==> config.mk <==
export PLATFORM = sky130hd
export DESIGN_NAME = uart_rx
export DESIGN_NICKNAME = d
export VERILOG_FILES = /design/src/rtl/uart_rx.sv
export SDC_FILE = /design/constraint.sdc
export NUM_CORES = 1
export LEC_CHECK = 0
export BUFFER_PORTS_ARGS = -buffer_cell sky130_fd_sc_hd__buf_2
export CORE_MARGIN = 2
export CORE_UTILIZATION = 56
export DETAILED_ROUTE_END_ITERATION = 12
export GPL_TIMING_DRIVEN = 1
export PLACE_DENSITY_LB_ADDON = 0.15
export SYNTH_ARGS = -nofsm -noshare
export SYNTH_HDL_FRONTEND = slang
export SYNTH_SLANG_ARGS = --single-unit
==> constraint.sdc <==
create_clock -name i_clock -period 2 [get_ports i_clock]
set_input_delay 0.2 -clock i_clock [delete_from_list [all_inputs] [get_ports i_clock]]
set_output_delay 0.2 -clock i_clock [all_outputs]
set_load 0.02 [all_outputs]
==> src/rtl/uart_rx.sv <==
// UART receiver: 16x oversampled start/data/stop framing with a 2-flop input
// synchronizer, one-cycle done / framing-error pulses and a held data word.
//
//   state | meaning
//   IDLE  | line idle, waiting for rx to fall
//   START | counting to the start-bit midpoint, rejecting glitches
//   DATA  | sampling DATA_BITS bits, LSB first, one per 16 ticks
//   STOP  | waiting SB_TICK ticks, then judging the stop bit
module uart_rx #(
    parameter int DATA_BITS = 8,
    parameter int SB_TICK   = 16
) (
    input  logic                 i_clock,
    input  logic                 i_reset,
    input  logic                 i_tick,
    input  logic                 i_rx,
    output logic [DATA_BITS-1:0] o_data,
    output logic                 o_rx_done,
    output logic                 o_frame_err
);

    localparam int S_W = ($clog2(SB_TICK) > 4) ? $clog2(SB_TICK) : 4;
    localparam int N_W = (DATA_BITS > 2) ? $clog2(DATA_BITS) : 1;

    localparam logic [S_W-1:0] S_ONE  = S_W'(1);
    localparam logic [S_W-1:0] S_MID  = S_W'(7);
    localparam logic [S_W-1:0] S_BIT  = S_W'(15);
    localparam logic [S_W-1:0] S_STOP = S_W'(SB_TICK - 1);
    localparam logic [N_W-1:0] N_ONE  = N_W'(1);
    localparam logic [N_W-1:0] N_LAST = N_W'(DATA_BITS - 1);

    typedef enum logic [1:0] {
        IDLE  = 2'd0,
        START = 2'd1,
        DATA  = 2'd2,
        STOP  = 2'd3
    } state_t;

    state_t               state;
    logic [S_W-1:0]       s;
    logic [N_W-1:0]       n;
    logic [DATA_BITS-1:0] b;
    logic [DATA_BITS-1:0] b_shift;
    logic                 rx_meta;
    logic                 rx_sync;

    // Synchronizer flops reset to the idle (high) line level.
    always_ff @(posedge i_clock) begin
        if (i_reset) begin
            rx_meta <= 1'b1;
            rx_sync <= 1'b1;
        end else begin
            rx_meta <= i_rx;
            rx_sync <= rx_meta;
        end
    end

    assign b_shift = {rx_sync, b[DATA_BITS-1:1]};

    always_ff @(posedge i_clock) begin
        if (i_reset) begin
            state       <= IDLE;
            s           <= '0;
            n           <= '0;
            b           <= '0;
            o_data      <= '0;
            o_rx_done   <= 1'b0;
            o_frame_err <= 1'b0;
        end else begin
            o_rx_done   <= 1'b0;
            o_frame_err <= 1'b0;
            case (state)
                IDLE: begin
                    if (!rx_sync) begin
                        state <= START;
                        s     <= '0;
                    end
                end
                START: begin
                    if (i_tick) begin
                        if (s == S_MID) begin
                            s <= '0;
                            n <= '0;
                            state <= rx_sync ? IDLE : DATA;
                        end else begin
                            s <= s + S_ONE;
                        end
                    end
                end
                DATA: begin
                    if (i_tick) begin
                        if (s == S_BIT) begin
                            s <= '0;
                            b <= b_shift;
                            if (n == N_LAST) begin
                                o_data <= b_shift;
                                state  <= STOP;
                            end else begin
                                n <= n + N_ONE;
                            end
                        end else begin
                            s <= s + S_ONE;
                        end
                    end
                end
                STOP: begin
                    // A falling edge here is not a start bit until IDLE sees it.
                    if (i_tick) begin
                        if (s == S_STOP) begin
                            state       <= IDLE;
                            o_rx_done   <= rx_sync;
                            o_frame_err <= !rx_sync;
                        end else begin
                            s <= s + S_ONE;
                        end
                    end
                end
                default: state <= IDLE;
            endcase
        end
    end

endmodule

After elaboration in Yosys (flattened, before gate mapping). Cells that the tools add are included.

Bits in registers: 29.

Equality and inequality tests: 16. Bitwise operators: 3. Muxes and demuxes: 24. Reduce and logical (&&, ||, !) cells: 9. Add/subtract/negate cells: 2.

Operators with widths (count): $mux 4 (7); $ne 2x2->1 const B (10); $mux 2 (9); $pmux 4 s4 (1); $mux 3 (5); $pmux 2 s4 (1); $reduce_and 8->1 (1); $pmux 3 s2 (1); $reduce_and 6->1 (1); $reduce_and 5->1 (1); $add 4x1->4 const B (1); $eq 2x2->1 const B (2); $eq 4x3->1 const B (1); $eq 4x4->1 const B (1); $reduce_and 4->1 (1); $reduce_or 4->1 (1); $add 3x1->3 const B (1); $eq 3x3->1 const B (1); $not 1->1 (3); $reduce_and 3->1 (1); $eq 2x1->1 const B (1); $logic_not 2->1 (1); $reduce_bool 2->1 (1); $logic_not 1->1 (1).

Logic depth before layout (Yosys ltp). Gate-level depths: netlist of run 1.

Depth after elaboration: 5. Depth in mapped cells: 7. Mapped depth without buffers: 6.

Worst setup path after synthesis of run 1. No wires, ideal clock.

Path kind: reg2reg. From: reg s[0]. To: reg b[4]. Library setup time: 0.128 ns. Data arrival time: 1.582 ns. Cell stages (with the launch flop): 8. Data required time: 1.872 ns. Path slack: 0.291 ns. Cell sequence: dfxtp_1 -> ha_1 -> and3_1 -> buf_4 -> nor3b_4 -> buf_6 -> mux2i_1 -> nor2_1.

Cells in the longest elaborated chain, start to end: 2.

RTL lines: start, declared (line 40) `logic [S_W-1:0] s;`; start signal, assigned (line 86) `s <= s + S_ONE;`; start signal, assigned (line 102) `s <= s + S_ONE;`; start signal, assigned (line 114) `s <= s + S_ONE;`; $eq 4x4->1 (line 92) `if (s == S_BIT) begin`; $reduce_and 3->1 (no line); end signal, assigned (line 94) `b <= b_shift;`; end, declared (line 42) `logic [DATA_BITS-1:0] b;`.

Every way passes these cells. A chain may end at the register's enable or synchronous reset.

Worst setup path in the final report of run 1.
From: reg s[0]. To: reg b[6].

Same word-level chain as after synthesis.

==> results of run 1 <==
repair_timing:
action	4_1_cts	5_1_grt
setup buffers	0	0
endpoints found under the setup margin	0	1
resized for setup	0	1
worst max-delay path: cells and delay by family, from the launching register on:
kind / cells / cell delay [ps]
flops: 1 / 420
buf+inv: 1 / 230
fa+ha+maj: 1 / 270
simple gates: 3 / 530
mux: 1 / 210
synthesized netlist by cell type, types with 2 or more instances:
cell,n
nor2_1,16
nand4b_1,2
o21ai_0,4
ha_1,3
nand4_1,2
buf_4,2
a21oi_1,10
nand2_1,11
nand3_1,8
nand3b_1,3
buf_2,2
or2_2,3
inv_1,3
nand2b_1,5
dfxtp_1,28
clkbuf_1,5
mux2i_1,10
o31ai_1,2
per-stage QoR:
step	hold WS [ps]	area (µm²)	setup WS (ps)
after global routing	24.6	1350	46.0
final	33.4	1350	217
after floorplan	304	1230	291
after CTS	26.9	1350	173
after detailed placement	387	1290	208
after global placement	388	1290	250
sequential cells by signal (all words and copies together) (netlist names), named ones only:
register / count
rx_sync: 1
n: 3
s: 4
b: 7
o_data: 8
rx_meta: 1
o_frame_err: 1
o_rx_done: 1
state: 1
worst max-delay path by stage:
stage | from | to | slack [ps]
floorplan | s[0] | b[4] | 290
global placement | n[0] | state[0] | 250
detailed placement | s[0] | b[6] | 210
CTS | s[0] | b[5] | 170
global route | s[0] | b[2] | 50
finish | s[0] | b[6] | 220
logic make-up (layout without fill, tap and decap cells):
family / Yosys count / after routing
and+or+nand+nor: 57 / 57
DFF: 28 / 28
AOI/OAI and AO/OA: 25 / 25
buffers and inverters: 13 / 22
muxes: 11 / 11
adders and majority gates: 3 / 3
metal layers:
metal | routed length, µm | vias up | global-route usage [%]
li1 | - | 498 | -
met1 | 1010 | 460 | 22.2
met2 | 1010 | 10 | 29.4
met3 | 42 | 5 | 2.92
met4 | 41 | 0 | 10.8
met5 | 0 | - | 0
power groups by stage:
stage	sequential (W)	combinational (W)	clock, W
floorplan	0.000578	0.0000407	0
global route	0.000576	0.0000477	0.000396
detailed placement	0.000586	0.0000420	0
global placement	0.000586	0.0000414	0
CTS	0.000574	0.0000423	0.000383
finish	0.000574	0.0000420	0.000374
layout make-up:
class	count	area, µm²
Clock inverter	1	30.0
Clock buffer	3	22.5
Tap cell	28	35.0
Multi-Input combinational cell	96	609
Inverter	3	11.3
Sequential cell	28	561
Timing Repair Buffer	15	80.1
Fill cell	198	800
==> summary.txt, run 1 <==
Run status
  – Status: finished, final reports clean

Global routing
  – Initial antenna violation count: 0
  – Vias in the first global route: 829
  – First-pass GRT wire length: 3560 µm
  – Tot GR Track Use: a little under a fifth
  – Grt ovf: 0
  – Largest net degree at the start of global routing: 31

Clocking
  – Skew-Pair Late Insertion Delay: 330 ps
  – Clk root buf: clkbuf_4
  – CTS H-tree depth: 1
  – Worst-path clk slew: 150 ps
  – Num CTS Buffers: 3
  – Longest Clk Path Bufs: 2
  – TritonCTS clock tree: built
  – CTS sink count: 28
  – Post-cts hold buffer count: 0

Placement
  – Detail Placement HPWL: 1450 µm
  – Placed Cells: 170
  – Port Buf Inserts: 13
  – RePlAce Congestion: 0.727

Floorplanning
  – Ports: 14
  – Die W: 51.0 µm
  – Die ar.: 0.00260 mm²
  – Core ar.: 0.00215 mm²
  – Die Span Y: 51.0 µm
  – Initial Util: 57.5%
  – Row count: 17

Timing
  – Rel. slew slack: 68.0%
  – Fin. Hold Viols: 0
  – Shortest period the worst path allows: 1780 ps
  – Final Max Tran Viols: 0
  – Worst Skew: 3.17 ps
  – Slew at the pin closest to its max-slew limit: slightly below 500 ps
  – RSZ-0062 raised after global routing: false
  – Tcrit/Tclk final: a little under 90%
  – Final setup violation count: 0
  – Total negative slack: 0 ps
  – Peak Freq: 0.561 GHz

Worst setup path
  – Setup slack, reg-to-reg: 220 ps
  – Worst R2R Path Depth: 6
  – Worst EP required: ~2200 ps
  – Crit-path slowest cell: dfxtp_1
  – R2R Path End: b[6]
  – Startpoint Class: flop
  – Setup CP Type: reg2reg
  – Worst Setup End Kind: flop
  – Largest stage delay, worst path: between 400 and 500 ps
  – Reg-to-Reg Start: s[0]
  – Crit Path Max Fanout: 14
  – CP cell instances: ha_1, and3_2, nor3b_4, buf_4, mux2i_1, nor2_1
  – Arr. time, crit path: 2010 ps

Power
  – Switching power: 0.000207 W
  – P_int: 0.000784 W
  – Overall Power: 0.000990 W
  – Comb power frac: 4.2%
  – Net Sw Frac: 20.9%
  – Pwr per Cell Area: 734 mW/mm²
  – Peak VDD IR: 0.435 mV
  – Sequential fraction of design power: 58.0%
  – Leak: ~0.51 nW
  – Clock share of power: around 38%

Synth
  – Syn nets: 144
  – Yosys warning count: 0
  – Adder-Cell Fraction of Synth Area: just over 3%
  – Post-synthesis area per instance: ~9.0 µm²
  – Post-synth EDFFs: 0
  – Largest family of logic cells by synthesized area: simple AND/OR/NAND/NOR gates
  – Top FF cell, synth: dfxtp_1
  – Netlist Area Pre-Place: 0.00123 mm²
  – Cells after synthesis: 137
  – #FFs+latches synth: 28
  – Post-synthesis cell type count: 36
  – Register area share after synthesis: 45.4%
  – Post-synthesis compound-gate area fraction: 13.0%
  – Post-Synth Simple-Gate Area: around a quarter
  – Leading area contributor after synthesis: dfxtp_1
  – Mux cell area share after synthesis: 9.02%
  – Share of the synthesized area in the top cell type: between 40% and 50%
  – Async SR Flop Fraction: 0%
  – Synth Area in XOR/XNOR: 0%
  – Top cells by area, synth: dfxtp_1 45%, mux2i_1 8.1%, nor2_1 4.9%, a21oi_1 4.1%, nand2_1 3.3%

Final layout
  – Final std cells w/o fill: 174
  – Utilization after layout: a little over three fifths
  – Final #Nets: 154
  – Layout cells sized above 1: a little under a fifth
  – Commonest cells after routing, fill and taps aside: 28 x dfxtp_1, 16 x nor2_1, 13 x buf_2, 11 x nand2_1
  – Layout area overhead: 9.22%
  – Most common cell after layout, fill and taps aside: dfxtp_1
  – Antenna diode count: 0

Min path
  – Min-Delay Path Depth: 2
  – Critical hold path startpoint: i_rx
  – Hold WC Path Type: in2reg
  – Worst Hold End: rx_meta

Run
  – Max-cap violation count: 0

Route
  – Residual DRC: 0
  – Drt first-iter violations: 9
  – Final ANT Viol Nets: 0
  – Routed vias/inst: 5.59
  – Total wire length: around 2100 µm
  – Pre-antenna DRT Iters: 4
  – Wirelength per Cell: 12.1 µm
  – Total number of vias: 973
Power figures use the tool's default switching activity.
==> run 2: changes to the inputs <==
CELL_PAD_IN_SITES_DETAIL_PLACEMENT = 0   (was not set)
CELL_PAD_IN_SITES_GLOBAL_PLACEMENT = 2   (was not set)
CORE_MARGIN = not set   (was 2)
CORE_UTILIZATION = 34   (was 56)
==> run 2 against run 1 <==
Sequential share of layout area shrank 1.5 points; count of clock-buffer cells in the layout is the same; first-iteration DRC count grew to 7.1 times the previous value; hold slack gained 3.7 ps; die area grew 49%; critical endpoint is now b[2].
==> summary.txt, run 2 (synthesized netlist as in run 1, its figures left out) <==
Run status
  – Status: finished, final reports clean

Worst setup path
  – CP cell instances: ha_1, and3_1, nor3b_4, buf_12, mux2i_1, nor2_1
  – Worst Setup End Kind: flop
  – Worst EP required: 2240 ps
  – R2R Path End: b[2]
  – Setup slack, reg-to-reg: 170 ps
  – Startpoint Class: flop
  – Worst R2R Path Depth: 6
  – Buf+Inv Stages, Crit Path: 1
  – Crit-path slowest cell: dfxtp_1
  – Setup CP Type: reg2reg
  – Arr. time, crit path: 2070 ps
  – Critical path startpoint: s[0]
  – Crit Path Max Fanout: 14
  – CP delay by family, top: simple AND/OR/NAND/NOR gates
  – Reg-to-Reg Start: s[0]
  – Largest stage delay, worst path: about 440 ps

Power
  – Clock share of power: 37.9%
  – P_int: just under 0.0008 W
  – Sequential fraction of design power: approximately 58%
  – Pwr per Cell Area: 713 mW/mm²
  – Switching power: 0.000212 W
  – Leak: between 0.5 and 0.6 nW
  – Net Sw Frac: 21.3%
  – Peak VDD IR: about 0.35 mV
  – Overall Power: 0.000997 W
  – Comb power frac: 4.4%

Route
  – Final ANT Viol Nets: 0
  – Pre-antenna DRT Iters: 4
  – Uppermost layer routed: met4
  – Routed wl met3: between 80 and 90 µm
  – Wl on met1: 1250 µm
  – Residual DRC: 0
  – Wirelength per Cell: 12.7 µm
  – Routed vias/inst: 5.06
  – Drt first-iter violations: 64
  – Total wire length: approximately 2500 µm
  – Detail Route met2 WL: 1080 µm
  – Total number of vias: roughly 980

Timing
  – Shortest period the worst path allows: roughly 1800 ps
  – Final setup violation count: 0
  – Fin. Hold Viols: 0
  – Slew at the pin closest to its max-slew limit: 487 ps
  – Tcrit/Tclk final: 91.6%
  – Peak Freq: roughly 0.55 GHz
  – Worst Skew: 8.60 ps
  – Final Max Tran Viols: 0
  – Rel. slew slack: 67.5%
  – RSZ-0062 raised after global routing: false
  – Total negative slack: 0 ps

Placement
  – RePlAce Congestion: 0.760
  – Detail Placement HPWL: 1700 µm
  – Port Buf Inserts: 13
  – Placed Cells: 189

Clocking
  – Skew-Pair Late Insertion Delay: 340 ps
  – TritonCTS clock tree: built
  – Setup Fix Bufs, Post-CTS: 0
  – CTS H-tree depth: 1
  – CTS sink count: 28
  – Clk root buf: clkbuf_4
  – PostCTS Resize Cnt: 0
  – Longest Clk Path Bufs: 2
  – Worst-path clk slew: 160 ps
  – Num CTS Buffers: 3
  – Post-cts hold buffer count: 0

Global routing
  – Tot GR Track Use: 14.5%
  – First-pass GRT wire length: 4490 µm
  – Grt ovf: 0
  – Initial antenna violation count: 0
  – Largest net degree at the start of global routing: 22
  – Vias in the first global route: 936

Final layout
  – Biggest register: o_data
  – Final #Nets: 156
  – Antenna diode count: 0
  – Utilization after layout: 40.9%
  – Commonest cells after routing, fill and taps aside: 28 x dfxtp_1, 16 x nor2_1, 13 x buf_2, 11 x nand2_1
  – Layout area overhead: 13.2%
  – Layout cells sized above 1: 18.9%
  – Max reg flops: 8
  – Largest regs: o_data x8, b x7, s x4
  – Final std cells w/o fill: 194
  – Most common cell after layout, fill and taps aside: dfxtp_1

Min path
  – Critical hold path startpoint: i_rx
  – Hold WC Path Type: in2reg
  – Min-Delay Path Depth: 2
  – Worst Hold End: rx_meta

Floorplanning
  – Core ar.: 0.00342 mm²
  – Die W: 62.3 µm
  – Initial Util: 36.2%
  – Row count: 21
  – Ports: 14
  – Die Span Y: 62.3 µm
  – Die ar.: around 0.0039 mm²

Run
  – Max-cap violation count: 0
run 2: cell types whose count changed in the layout (fill, tap and decap cells not counted), sizes merged:
| cell | before | now |
|---|---|---|
| buf | 15 | 17 |
run 2: final cells by class:
type | instances | area (µm²)
Multi-Input combinational cell | 96 | 608
Tap cell | 46 | 57.6
Clock buffer | 3 | 22.5
Clock inverter | 1 | 30.0
Timing Repair Buffer | 17 | 108
Sequential cell | 28 | 561
Fill cell | 352 | 2020
Inverter | 3 | 11.3
run 2: worst max-delay path by stage:
stage           endpoint  slack, ps  cells after the start
2_1_floorplan       b[4]        290                      7
3_3_place_gp   o_data[7]        240                      5
3_5_place_dp   o_data[7]        160                      5
4_1_cts        o_data[7]        120                      5
5_1_grt             b[2]         20                      6
6_report            b[2]        170                      6
run 2: worst register-to-register path, delay by kind of cell (launching register included):
kind	cells	cell delay (ps)
simple gates	3	650
flops	1	440
fa+ha+maj	1	280
mux	1	200
buf+inv	1	170
run 2: power groups by stage:
stage	logic, W	clock network [W]	registers, W
after floorplan	0.0000407	0	0.000578
after global placement	0.0000454	0	0.000587
after detailed placement	0.0000452	0	0.000588
after CTS	0.0000452	0.000387	0.000576
after global routing	0.0000506	0.000412	0.000578
final	0.0000441	0.000378	0.000575
run 2: metal layers:
metal | up-vias | GRT usage, %
met5 | - | 0
met4 | 0 | 5.23
met3 | 5 | 3.31
met2 | 15 | 21.7
met1 | 457 | 20.2
li1 | 504 | -
run 2: stage by stage:
step | hold WS (ps) | instance area [µm²] | worst slack [ps]
final | 37.1 | 1400 | 167
after global placement | 393 | 1340 | 236
after detailed placement | 392 | 1340 | 159
after CTS | 31.6 | 1390 | 119
after floorplan | 304 | 1230 | 291
after global routing | 5.72 | 1400 | 18.3
